--- src/rtl/tt_puf_driver.sv ---
`default_nettype none
// ============================================================================
// Module   : tt_puf_driver
// Purpose  : Challenge/response sequencer for an arbiter-PUF multiplexer
//            chain. For each response bit it derives a per-bit challenge from
//            a latched base challenge. It fires the chain VOTES times and
//            majority-votes the synchronized arbiter result. The finished word
//            is presented through a valid/ready handshake.
// Ports    : clk, rst_n (sync, active-low)
//            start, challenge[3:0]        - measurement request / base chal
//            busy                         - high outside IDLE
//            pulse, key_4[3:0]            - registered race launch + challenge
//            multblockout                 - asynchronous arbiter result
//            response[RESP_BITS-1:0]      - assembled response word
//            resp_valid, resp_ready       - response handshake
// Revision : 1.0 - initial release
// ============================================================================
module tt_puf_driver #(
    parameter int unsigned RESP_BITS  = 8,
    parameter int unsigned VOTES      = 3,
    parameter int unsigned PRE_CYC    = 4,
    parameter int unsigned SETTLE_CYC = 4
) (
    input  logic                 clk,
    input  logic                 rst_n,
    input  logic                 start,
    input  logic [3:0]           challenge,
    output logic                 busy,
    output logic                 pulse,
    output logic [3:0]           key_4,
    input  logic                 multblockout,
    output logic [RESP_BITS-1:0] response,
    output logic                 resp_valid,
    input  logic                 resp_ready
);

    localparam logic [1:0] c_IDLE = 2'd0;
    localparam logic [1:0] c_PRE  = 2'd1;
    localparam logic [1:0] c_FIRE = 2'd2;
    localparam logic [1:0] c_DONE = 2'd3;

    localparam int unsigned c_CYC_MAX = (PRE_CYC > SETTLE_CYC) ? PRE_CYC : SETTLE_CYC;
    localparam int unsigned c_CYC_W   = (c_CYC_MAX > 1) ? $clog2(c_CYC_MAX) : 1;

    localparam logic [c_CYC_W-1:0] c_PRE_LAST = c_CYC_W'(PRE_CYC - 1);
    localparam logic [c_CYC_W-1:0] c_SET_LAST = c_CYC_W'(SETTLE_CYC - 1);
    localparam logic [3:0]         c_VOTE_LAST = 4'(VOTES - 1);
    localparam logic [3:0]         c_MAJ       = 4'(VOTES / 2);
    localparam logic [3:0]         c_BIT_LAST  = 4'(RESP_BITS - 1);

    logic [1:0]           state_q,    state_d;
    logic [3:0]           chal_q,     chal_d;
    logic [3:0]           bit_idx_q,  bit_idx_d;
    logic [3:0]           vote_cnt_q, vote_cnt_d;
    logic [3:0]           ones_q,     ones_d;
    logic [c_CYC_W-1:0]   cyc_q,      cyc_d;
    logic [RESP_BITS-1:0] resp_q,     resp_d;
    logic                 pulse_q,    pulse_d;
    logic [3:0]           key_q,      key_d;
    logic                 sync1_q,    sync2_q;
    logic [3:0]           w_ones_inc;

    // Ones count including the sample taken on this (last FIRE) cycle
    assign w_ones_inc = ones_q + {3'b000, sync2_q};

    always_comb begin
        state_d    = state_q;
        chal_d     = chal_q;
        bit_idx_d  = bit_idx_q;
        vote_cnt_d = vote_cnt_q;
        ones_d     = ones_q;
        cyc_d      = cyc_q;
        resp_d     = resp_q;

        case (state_q)
            c_IDLE: begin
                if (start) begin
                    chal_d     = challenge;
                    bit_idx_d  = 4'd0;
                    vote_cnt_d = 4'd0;
                    ones_d     = 4'd0;
                    cyc_d      = '0;
                    resp_d     = '0;
                    state_d    = c_PRE;
                end
            end
            c_PRE: begin
                if (cyc_q == c_PRE_LAST) begin
                    cyc_d   = '0;
                    state_d = c_FIRE;
                end else begin
                    cyc_d = cyc_q + 1'b1;
                end
            end
            c_FIRE: begin
                if (cyc_q == c_SET_LAST) begin
                    cyc_d   = '0;
                    state_d = c_PRE;
                    if (vote_cnt_q == c_VOTE_LAST) begin
                        // Last race of this bit: resolve the majority vote
                        for (int unsigned i = 0; i < RESP_BITS; i++) begin
                            if (bit_idx_q == 4'(i)) begin
                                resp_d[i] = (w_ones_inc > c_MAJ);
                            end
                        end
                        vote_cnt_d = 4'd0;
                        ones_d     = 4'd0;
                        if (bit_idx_q == c_BIT_LAST) begin
                            state_d = c_DONE;
                        end else begin
                            bit_idx_d = bit_idx_q + 4'd1;
                        end
                    end else begin
                        vote_cnt_d = vote_cnt_q + 4'd1;
                        ones_d     = w_ones_inc;
                    end
                end else begin
                    cyc_d = cyc_q + 1'b1;
                end
            end
            default: begin // c_DONE
                if (resp_ready) begin
                    state_d = c_IDLE;
                end
            end
        endcase

        // Launch outputs are registered from next-state values so they line
        // up with the state they belong to; key only moves when bit_idx does,
        // which happens on entry to the first PRECHARGE of a new bit.
        pulse_d = (state_d == c_FIRE);
        key_d   = ((state_d == c_PRE) || (state_d == c_FIRE)) ? (chal_d ^ bit_idx_d) : 4'd0;
    end

    always_ff @(posedge clk) begin
        if (!rst_n) begin
            state_q    <= c_IDLE;
            chal_q     <= 4'd0;
            bit_idx_q  <= 4'd0;
            vote_cnt_q <= 4'd0;
            ones_q     <= 4'd0;
            cyc_q      <= '0;
            resp_q     <= '0;
            pulse_q    <= 1'b0;
            key_q      <= 4'd0;
            sync1_q    <= 1'b0;
            sync2_q    <= 1'b0;
        end else begin
            state_q    <= state_d;
            chal_q     <= chal_d;
            bit_idx_q  <= bit_idx_d;
            vote_cnt_q <= vote_cnt_d;
            ones_q     <= ones_d;
            cyc_q      <= cyc_d;
            resp_q     <= resp_d;
            pulse_q    <= pulse_d;
            key_q      <= key_d;
            sync1_q    <= multblockout;
            sync2_q    <= sync1_q;
        end
    end

    assign busy       = (state_q != c_IDLE);
    assign resp_valid = (state_q == c_DONE);
    assign pulse      = pulse_q;
    assign key_4      = key_q;
    assign response   = resp_q;

endmodule
`default_nettype wire
--- config.mk ---
export PLATFORM = sky130hd
export DESIGN_NAME = tt_puf_driver
export DESIGN_NICKNAME = d
export VERILOG_FILES = /design/src/rtl/tt_puf_driver.sv
export SDC_FILE = /design/constraint.sdc
export NUM_CORES = 1
export LEC_CHECK = 0
export CELL_PAD_IN_SITES_DETAIL_PLACEMENT = 1
export CELL_PAD_IN_SITES_GLOBAL_PLACEMENT = 2
export CORE_ASPECT_RATIO = 0.6
export CORE_MARGIN = 2
export CORE_UTILIZATION = 34
export DETAILED_ROUTE_END_ITERATION = 10
export PLACE_DENSITY = 0.89
export SETUP_SLACK_MARGIN = 0.5
export SLEW_MARGIN = 5
export SYNTH_ARGS = -nofsm -noshare
export SYNTH_HDL_FRONTEND = slang
export SYNTH_SLANG_ARGS = --single-unit
--- constraint.sdc ---
create_clock -name clk -period 2.95 [get_ports clk]
set_input_delay 0.885 -clock clk [delete_from_list [all_inputs] [get_ports clk]]
set_output_delay 0.885 -clock clk [all_outputs]
set_load 0.01 [all_outputs]
== Yosys cells after proc, flatten, opt, wreduce, memory -nomap -nowiden ==
Cells that the tools add are included.

* Equal/unequal tests: 25
* Reduce and logical (&&, ||, !) cells: 18
* Order comparisons: 1
* $add $sub $neg: 4
* Multiplexer cells: 36
* Bitwise operators: 1

{| class="wikitable"
|+ Operators with widths
! cell !! number
|-
| 4-bit 2-to-1 mux || 11
|-
| 5-bit AND reduction || 8
|-
| 8-bit 2-to-1 mux || 3
|-
| 4-bit one-hot mux with 2 select lines || 3
|-
| 2-bit inequality test (second input constant) || 11
|-
| 4-bit by 3-bit == test with 1-bit output (second input constant) || 4
|-
| 2-bit 2-to-1 mux || 8
|-
| 8-bit one-hot mux with 2 select lines || 1
|-
| 4-bit by 2-bit == test with 1-bit output (second input constant) || 3
|-
| 4-bit by 1-bit adder with 4-bit output (second input constant) || 2
|-
| 2-bit == test (second input constant) || 4
|-
| 1-bit 2-to-1 mux || 8
|-
| 2-bit one-hot mux with 3 select lines || 1
|-
| 2-bit nonzero test || 3
|-
| 4-bit by 1-bit adder with 4-bit output || 1
|-
| 2-bit by 1-bit == test with 1-bit output (second input constant) || 2
|-
| 4-bit by 1-bit == test with 1-bit output (second input constant) || 1
|-
| 4-bit by 1-bit greater-than comparator with 1-bit output (second input constant) || 1
|-
| 4-bit logical NOT || 1
|-
| 2-bit one-hot mux with 2 select lines || 1
|-
| 2-bit AND reduction || 2
|-
| 4-bit bitwise XOR || 1
|-
| 3-bit AND reduction || 1
|-
| 2-bit by 1-bit adder with 2-bit output (second input constant) || 1
|-
| other kinds (3) || 3
|}

* Output and inout bits: 15
* Register bits after elaboration: 35
* Input port bits: 9

== Depth between registers and ports, before layout ==
Gate-level depths: netlist of run 1.

* Word-level depth: 8
* Gate-level depth with buffers: 12

== Worst setup path before layout of run 1 ==
OpenSTA, ideal clock, no wires.

* Path kind: register to register
* Start point: register state_q[0]
* End point: register key_q[3], in the netlist key_4[3]
* Period minus slack after synthesis: 2.331 ns
* Setup time: 0.060 ns
* Arrival time: 2.271 ns
* Setup slack: 0.619 ns
* Stages on the path, launching flop included: 13
* Path through: dfxtp_1 -> inv_1 -> ha_1 -> buf_6 -> nor2b_1 -> a211o_1 -> a31oi_1 -> o31ai_1 -> ha_1 -> nor2b_1 -> nand3_1 -> a31oi_1 -> a41o_1

* Longest elaborated chain between the ends: 5
* Elaborated cells on any way between the ends: 15
* Classes of those cells: eq/ne (4); mux (7); bitwise (1); reduce/logical (3)

{| class="wikitable"
|+ Ends and longest elaborated chain
! element !! line !! text
|-
| start: declaration || 51 || <nowiki>logic [1:0] state_q, state_d;</nowiki>
|-
| start signal: assignment || 137 || <nowiki>state_q <= c_IDLE;</nowiki>
|-
| start signal: assignment || 149 || <nowiki>state_q <= state_d;</nowiki>
|-
| 2-bit == test (tied with other cells) || 75 || <nowiki>case (state_q)</nowiki>
|-
| 2-bit one-hot mux with 3 select lines * || 75 ||
|-
| net state_d[1] || 51 ||
|-
| 2-bit by 1-bit == test with 1-bit output / 2-bit == test (equally long branches) || 132 || <nowiki>key_d = ((state_d == c_PRE) || (state_d == c_FIRE)) ? (chal_d ^ bit_idx_d) : 4'd0;</nowiki>
|-
| 1-bit logical OR * || 132 ||
|-
| 2-bit AND reduction (no source line) * || - ||
|-
| end signal: assignment || 157 || <nowiki>key_q <= key_d;</nowiki>
|-
| end: declaration || 59 || <nowiki>logic [3:0] key_q, key_d;</nowiki>
|}

Mark *: on every way through the listed nets, which the timed path passes. The rest lies on a longest branch.
A chain may end at the register's enable or synchronous reset.

== Final worst setup path of run 1 ==
* Start point: input port start
* End point: register key_q[3], in the netlist key_4[3]

* Longest elaborated chain between the ends: 5
* Elaborated cells on any way between the ends: 11
* Classes of those cells: eq/ne (2); mux (6); bitwise (1); reduce/logical (2)

{| class="wikitable"
|+ Ends and longest elaborated chain
! element !! line !! text
|-
| start: declaration || 26 || <nowiki>input logic start,</nowiki>
|-
| 2-bit 2-to-1 mux * || 77 || <nowiki>if (start) begin</nowiki>
|-
| 2-bit one-hot mux with 3 select lines * || 75 ||
|-
| net state_d[1] || 51 ||
|-
| 2-bit by 1-bit == test with 1-bit output / 2-bit == test (equally long branches) || 132 ||
|-
| 1-bit logical OR * || 132 ||
|-
| 2-bit AND reduction (no source line) * || - ||
|}

Marked as above.

==> results of run 1 <==
==> routing by layer <==
metal	GRT usage	vias up	share of wire
li1	-	816	-
met1	0.258	783	0.54
met2	0.248	28	0.42
met3	0.0593	6	0.040
met4	0.0355	0	0.0066
met5	0	-	0
==> area by class of cell <==
type | instances | area [µm²]
clock buffers | 6 | 82.6
clock inverters | 1 | 5.00
fillers | 633 | 3130
inverters | 9 | 33.8
multi-input cells | 156 | 1200
flip-flops and latches | 35 | 708
well taps | 80 | 100
repair buffers | 31 | 288
==> cells in the final DEF, fill, tap and decap left out, types with 6 or more instances in the layout <==
cell | netlist | layout
dfxtp_1 | 35 | 33
clkdlybuf4s50_1 | 0 | 21
nand2_1 | 19 | 19
nor2_1 | 16 | 16
mux2i_1 | 11 | 11
ha_1 | 14 | 11
nand3_1 | 9 | 9
a21oi_1 | 9 | 8
buf_4 | 0 | 8
a211oi_2 | 7 | 7
inv_1 | 6 | 6
o21ai_0 | 7 | 6
and2_1 | 6 | 6
clkbuf_8 | 0 | 6
==> per-stage QoR <==
stage / instances / total power [mW] / TNS (ns) / worst slack [ns]
2_1_floorplan: 208 / 0.581 / 0 / 0.619
3_3_place_gp: 310 / 0.620 / 0 / 0.0625
3_5_place_dp: 310 / 0.624 / -0.0407 / -0.0294
4_1_cts: 317 / 0.988 / 0 / 0.533
5_1_grt: 318 / 1.03 / 0 / 0.476
6_report: 318 / 0.976 / 0 / 0.624
==> registers in the layout, indices dropped and copies added, names as in the netlist, 2 cells and up <==
register / count
ones_q: 4
bit_idx_q: 4
vote_cnt_q: 4
key_4: 4
response: 8
cyc_q: 2
state_q: 2
chal_q: 4
==> where the power goes <==
group | leakage, nW | total [mW] | internal, mW | switching, mW
sequential | 0.285 | 0.488 | 0.482 | 0.00586
combinational | 0.595 | 0.130 | 0.0633 | 0.0672
clock | 0.0470 | 0.358 | 0.183 | 0.175
total | 0.927 | 0.976 | 0.728 | 0.248
==> cells by family (layout without fill, tap and decap cells) <==
kind of cell,count (synthesis),count (layout),share of synthesized area
AND/OR/NAND/NOR,75,75,0.218
AO/OA/AOI/OAI,53,53,0.215
flip-flops,35,35,0.360
buffers and inverters,17,47,0.0450
adder cells (fa/ha/maj),14,14,0.0900
multiplexers,12,12,0.0624
XOR/XNOR,2,2,0.00900
==> worst max-delay path: cells and delay by family <==
kind / cells / cell delay, ns
AOI/OAI and AO/OA: 5 / 0.82
adders and majority gates: 1 / 0.31
buffers and inverters: 1 / 0.26
and+or+nand+nor: 3 / 0.28
==> final timing paths <==
path              startpoint        to  slack, ns  depth (start not counted)
setup / recovery       start  key_4[3]       0.62                         10
hold / removal       sync1_q   sync2_q       0.44                          1
setup reg to reg  state_q[0]  key_4[3]       0.63                         11
hold reg to reg      sync1_q   sync2_q       0.44                          1
==> timing repair <==
| action | in CTS | in global routing |
|---|---|---|
| setup buffers | 0 | 1 |
| gates resized for setup | 12 | 4 |
| gates cloned | 0 | 0 |
| pin swaps | 1 | 1 |
| endpoints found under the setup margin | 6 | 5 |
==> impl_metrics.toml, run 1 <==
[synthesis]
syn-instance-count = 208
yosysMostFrequentCell = "dfxtp_1"
avgSynthCellArea_um2 = 9.35
synth_top_area_frac = 0.360
netlist_top_cells_area = "dfxtp_1 36%, ha_1 9.0%, mux2i_1 5.7%, a211oi_2 4.5%, nand2_1 3.7%"
seq_area_frac_synth = 0.360
yosys.area.top_type = "dfxtp_1"
synthDistinctLibCells = 46
synth_area_um2 = 1950
ys_seq_elements = 35
synth_nets = 231
synth_ff_type = "dfxtp_1"
yosysWarningCount = 0
synthTopCellsByCount = "35 x dfxtp_1, 19 x nand2_1, 16 x nor2_1"
synth-edff-count = 0
async_reset_ff_frac = 0

[global_route]
grt_max_degree = 19
grt_pass1_vias = 1718
antenna_found_initial = 0
overflow = 0
track_usage = 0.176
grt_pass1_wl_mm = 8.65

[layout]
antenna_cells = 0
stdcell_area_um2 = 2420
final_nets = 261
final_core_util = 0.436
drive_gt1_frac = 0.176
areaGrowthSynthToFinish_pct = 24.2

[floorplan]
coreArea_um2 = 5540
io_pins = 24
die_x_um = 102
num_rows = 21
die-area_um2 = 6360
die_h_um = 62.6
start_util = 0.351

[place]
dp_hpwl_mm = 3.79
io_buffers = 23
dpl_cell_area_um2 = 2270
gp_congestion = 0.847

[timing]
final_max_slew_viol_count = 0
tightest_slew_ns = 0.654
finClkSkew_ns = 0.00425
fmax_ghz = 0.430
rsz0062_at_grt = "true"
hold_violations = 0
finalCritPeriodShare = 0.788
setup_viol = 0
layout_min_cycle_time_ns = 2.33
slew_headroom = 0.563
hold-worst-slack_ns = 0.435

[detailed_routing]
drt_pass1_iterations = 4
totalWireLength_mm = 5.12
avgViaCountPerCell = 5.14
drc = 0
ant_nets = 0
drtIter0Drc = 53
wl_per_cell_um = 16.1
dr_total_vias = 1633

[clocking]
cts_root_buffer = "clkbuf_8"
cts.path.max_buffers = 2
cts_tree = "done"
clk_pin_slew_worst_paths_ns = 0.07
cts_hold_buf = 0
clk_latency_ns = 0.29
numCtsBuffers = 5
h-tree-depth = 2
cts_sinks = 35

[critical_path]
worstPathMaxFanout = 2
required_ns = 3.19
cp_cell_sequence = "dlygate4sd2_1, nor2b_4, a211o_1, a31oi_2, o31ai_1, ha_1, nor2b_2, nand3_1, a31oi_1, a41o_1"
critPathArrivalTime_ns = 2.57
end_kind = "register"
cp_slowest_stage_delay_ns = 0.31
cp_slowest_cell = "ha_1"
worstSetupStartpointType = "primary input"
worstSetupPathType = "primary input to register"

[power_and_ir_drop]
power.leakage_nw = 0.927
vdd_ir_drop_max_mv = 0.181
power.density_nw_per_um2 = 404

[status]
status = "finished clean"

[job]
drv_cap = 0

[worst_hold_path]
min-delay-path-class = "register to register"
No activity file was read; power rests on OpenSTA's default activity.
==> run 2: changes to the inputs <==
==> constraint.sdc (replaced) <==
create_clock -name clk -period 2.3 [get_ports clk]
set_input_delay 0.69 -clock clk [delete_from_list [all_inputs] [get_ports clk]]
set_output_delay 0.69 -clock clk [all_outputs]
set_load 0.01 [all_outputs]
==> impl_metrics.toml, run 2 (synthesis gave the netlist of run 1 again) <==
[job]
drv_cap = 0

[detailed_routing]
totalWireLength_mm = 6.91
drtIter0Drc = 36
drt_pass1_iterations = 4
drc = 0
ant_nets = 0
dr_total_vias = 1900
wl_per_cell_um = 18.9
avgViaCountPerCell = 5.19

[critical_path]
worstSetupStartpointType = "register"
critPathArrivalTime_ns = 2.49
worstSetupPathType = "register to register"
rr_endpoint = "key_4[1]"
end_kind = "register"
regToRegStartpoint = "state_q[1]"
crit_end = "key_4[1]"
worstPathMaxFanout = 5
reg2regPathDepth = 12
startpoint = "state_q[1]"
required_ns = 2.52
rrSetupSlack_ns = 0.03

[timing]
setup_viol = 0
slew_headroom = 0.642
fmax_ghz = 0.441
final_max_slew_viol_count = 0
layout_setup_ws_ns = 0.0326
finClkSkew_ns = 0.00502
layout_min_cycle_time_ns = 2.27
hold_violations = 0
rsz0062_at_grt = "true"
tightest_slew_ns = 0.537
finalCritPeriodShare = 0.986

[place]
io_buffers = 23
detailedPlace.worstSlack_ns = -0.446
dp_hpwl_mm = 3.83
dpl_cell_area_um2 = 2440
gp_congestion = 0.793

[layout]
areaGrowthSynthToFinish_pct = 56.4
final_cell_mix = "45 x buf_4, 32 x dfxtp_1, 18 x nand2_1, 15 x nor2_1, 14 x dlygate4sd2_1"
antenna_cells = 0
final_nets = 309
mostFrequentLayoutCell = "buf_4"
largest_register_ffs = 8
drive_gt1_frac = 0.392
stdcell_area_um2 = 3040

[global_route]
antenna_found_initial = 0
grt_pass1_vias = 1874
overflow = 0
grt_pass1_wl_mm = 9.32
track_usage = 0.188
grt_max_degree = 17

[clocking]
cts_sinks = 35
cts.path.max_buffers = 2
cts_tree = "done"
numCtsBuffers = 5
clk_latency_ns = 0.29
cts_root_buffer = "clkbuf_8"
h-tree-depth = 2
clk_pin_slew_worst_paths_ns = 0.08

[floorplan]
io_pins = 24
start_util = 0.351
die_x_um = 102
die_h_um = 62.6
die-area_um2 = 6360
num_rows = 21
coreArea_um2 = 5540

[power_and_ir_drop]
power.density_nw_per_um2 = 462
power.leakage_nw = 1.30
vdd_ir_drop_max_mv = 0.301

[status]
status = "finished clean"

[worst_hold_path]
min-delay-path-class = "register to register"
[run 2: cell count changes in the layout (fill, tap and decap cells not counted), moves of 4 or more]
cell / delta
dlygate4sd2_1: +12
buf_12: +4
clkdlybuf4s50_1: -15
buf_4: +37
buf_6: +8
[run 2: critical path, stage by stage, from the launching register on]
cell,delay (ns)
dfxtp_4,0.37
buf_12,0.12
ha_4,0.16
buf_6,0.12
buf_12,0.12
o21ai_0,0.10
o211ai_1,0.15
o21ai_1,0.26
ha_1,0.32
nor2b_2,0.15
buf_4,0.13
nand2b_1,0.05
mux2i_1,0.14
[run 2: worst min path at each step]
stage / slack, ns / from / cells past startpoint / to
6_report: 0.46 / response[5] / 2 / response[5]
5_1_grt: 0.48 / response[4] / 2 / response[4]
4_1_cts: 0.46 / sync1_q / 1 / sync2_q
3_5_place_dp: 0.44 / sync1_q / 1 / sync2_q
3_3_place_gp: 0.44 / sync1_q / 1 / sync2_q
2_1_floorplan: 0.41 / sync1_q / 1 / sync2_q
[run 2: where the power goes]
group          total (mW)  internal [mW]  switching, mW
registers           0.624          0.618        0.00596
logic               0.272          0.144          0.128
clock network       0.509          0.274          0.235
[run 2: per-layer routing]
layer,track usage,part of all wire,vias up
met4,0.0507,0.020,0
met3,0.0403,0.027,13
met2,0.280,0.48,40
met1,0.273,0.48,935
met5,0,0,-
li1,-,-,912
[run 2: metrics by stage]
stage | power (mW) | TNS [ns] | cells | hold slack [ns] | utilization
6_report | 1.40 | 0 | 366 | 0.459 | 0.549
2_1_floorplan | 0.751 | 0 | 208 | 0.412 | -
3_5_place_dp | 0.829 | -2.44 | 324 | 0.437 | 0.440
4_1_cts | 1.35 | 0 | 343 | 0.461 | 0.476
5_1_grt | 1.47 | -0.0938 | 366 | 0.483 | 0.549
3_3_place_gp | 0.824 | -1.93 | 324 | 0.438 | 0.440
[run 2: final cells by class]
class                   count  area, µm²
repair buffers             79        718
fillers                   608       2500
clock buffers               7       97.6
inverters                   9       53.8
flip-flops and latches     35        709
multi-input cells         156       1360
well taps                  80        100
[run 2: timing repair]
| action | in CTS | in global routing |
|---|---|---|
| buffers inserted | 12 | 23 |
| setup endpoints to repair | 41 | 27 |
| pin swaps | 3 | 20 |
| gates resized for setup | 27 | 54 |
| gates cloned | 0 | 0 |
| hold buffers | 0 | 0 |
==> run 3: changes to the inputs <==
--- a/config.mk
+++ b/config.mk
@@ -13,6 +13,7 @@
 export DETAILED_ROUTE_END_ITERATION = 10
 export PLACE_DENSITY = 0.89
 export SETUP_SLACK_MARGIN = 0.5
+export SKIP_LAST_GASP = 1
 export SLEW_MARGIN = 5
 export SYNTH_ARGS = -nofsm -noshare
 export SYNTH_HDL_FRONTEND = slang
==> results of run 3 <==
Final layout, timing and power as in run 2 (identical DEF).
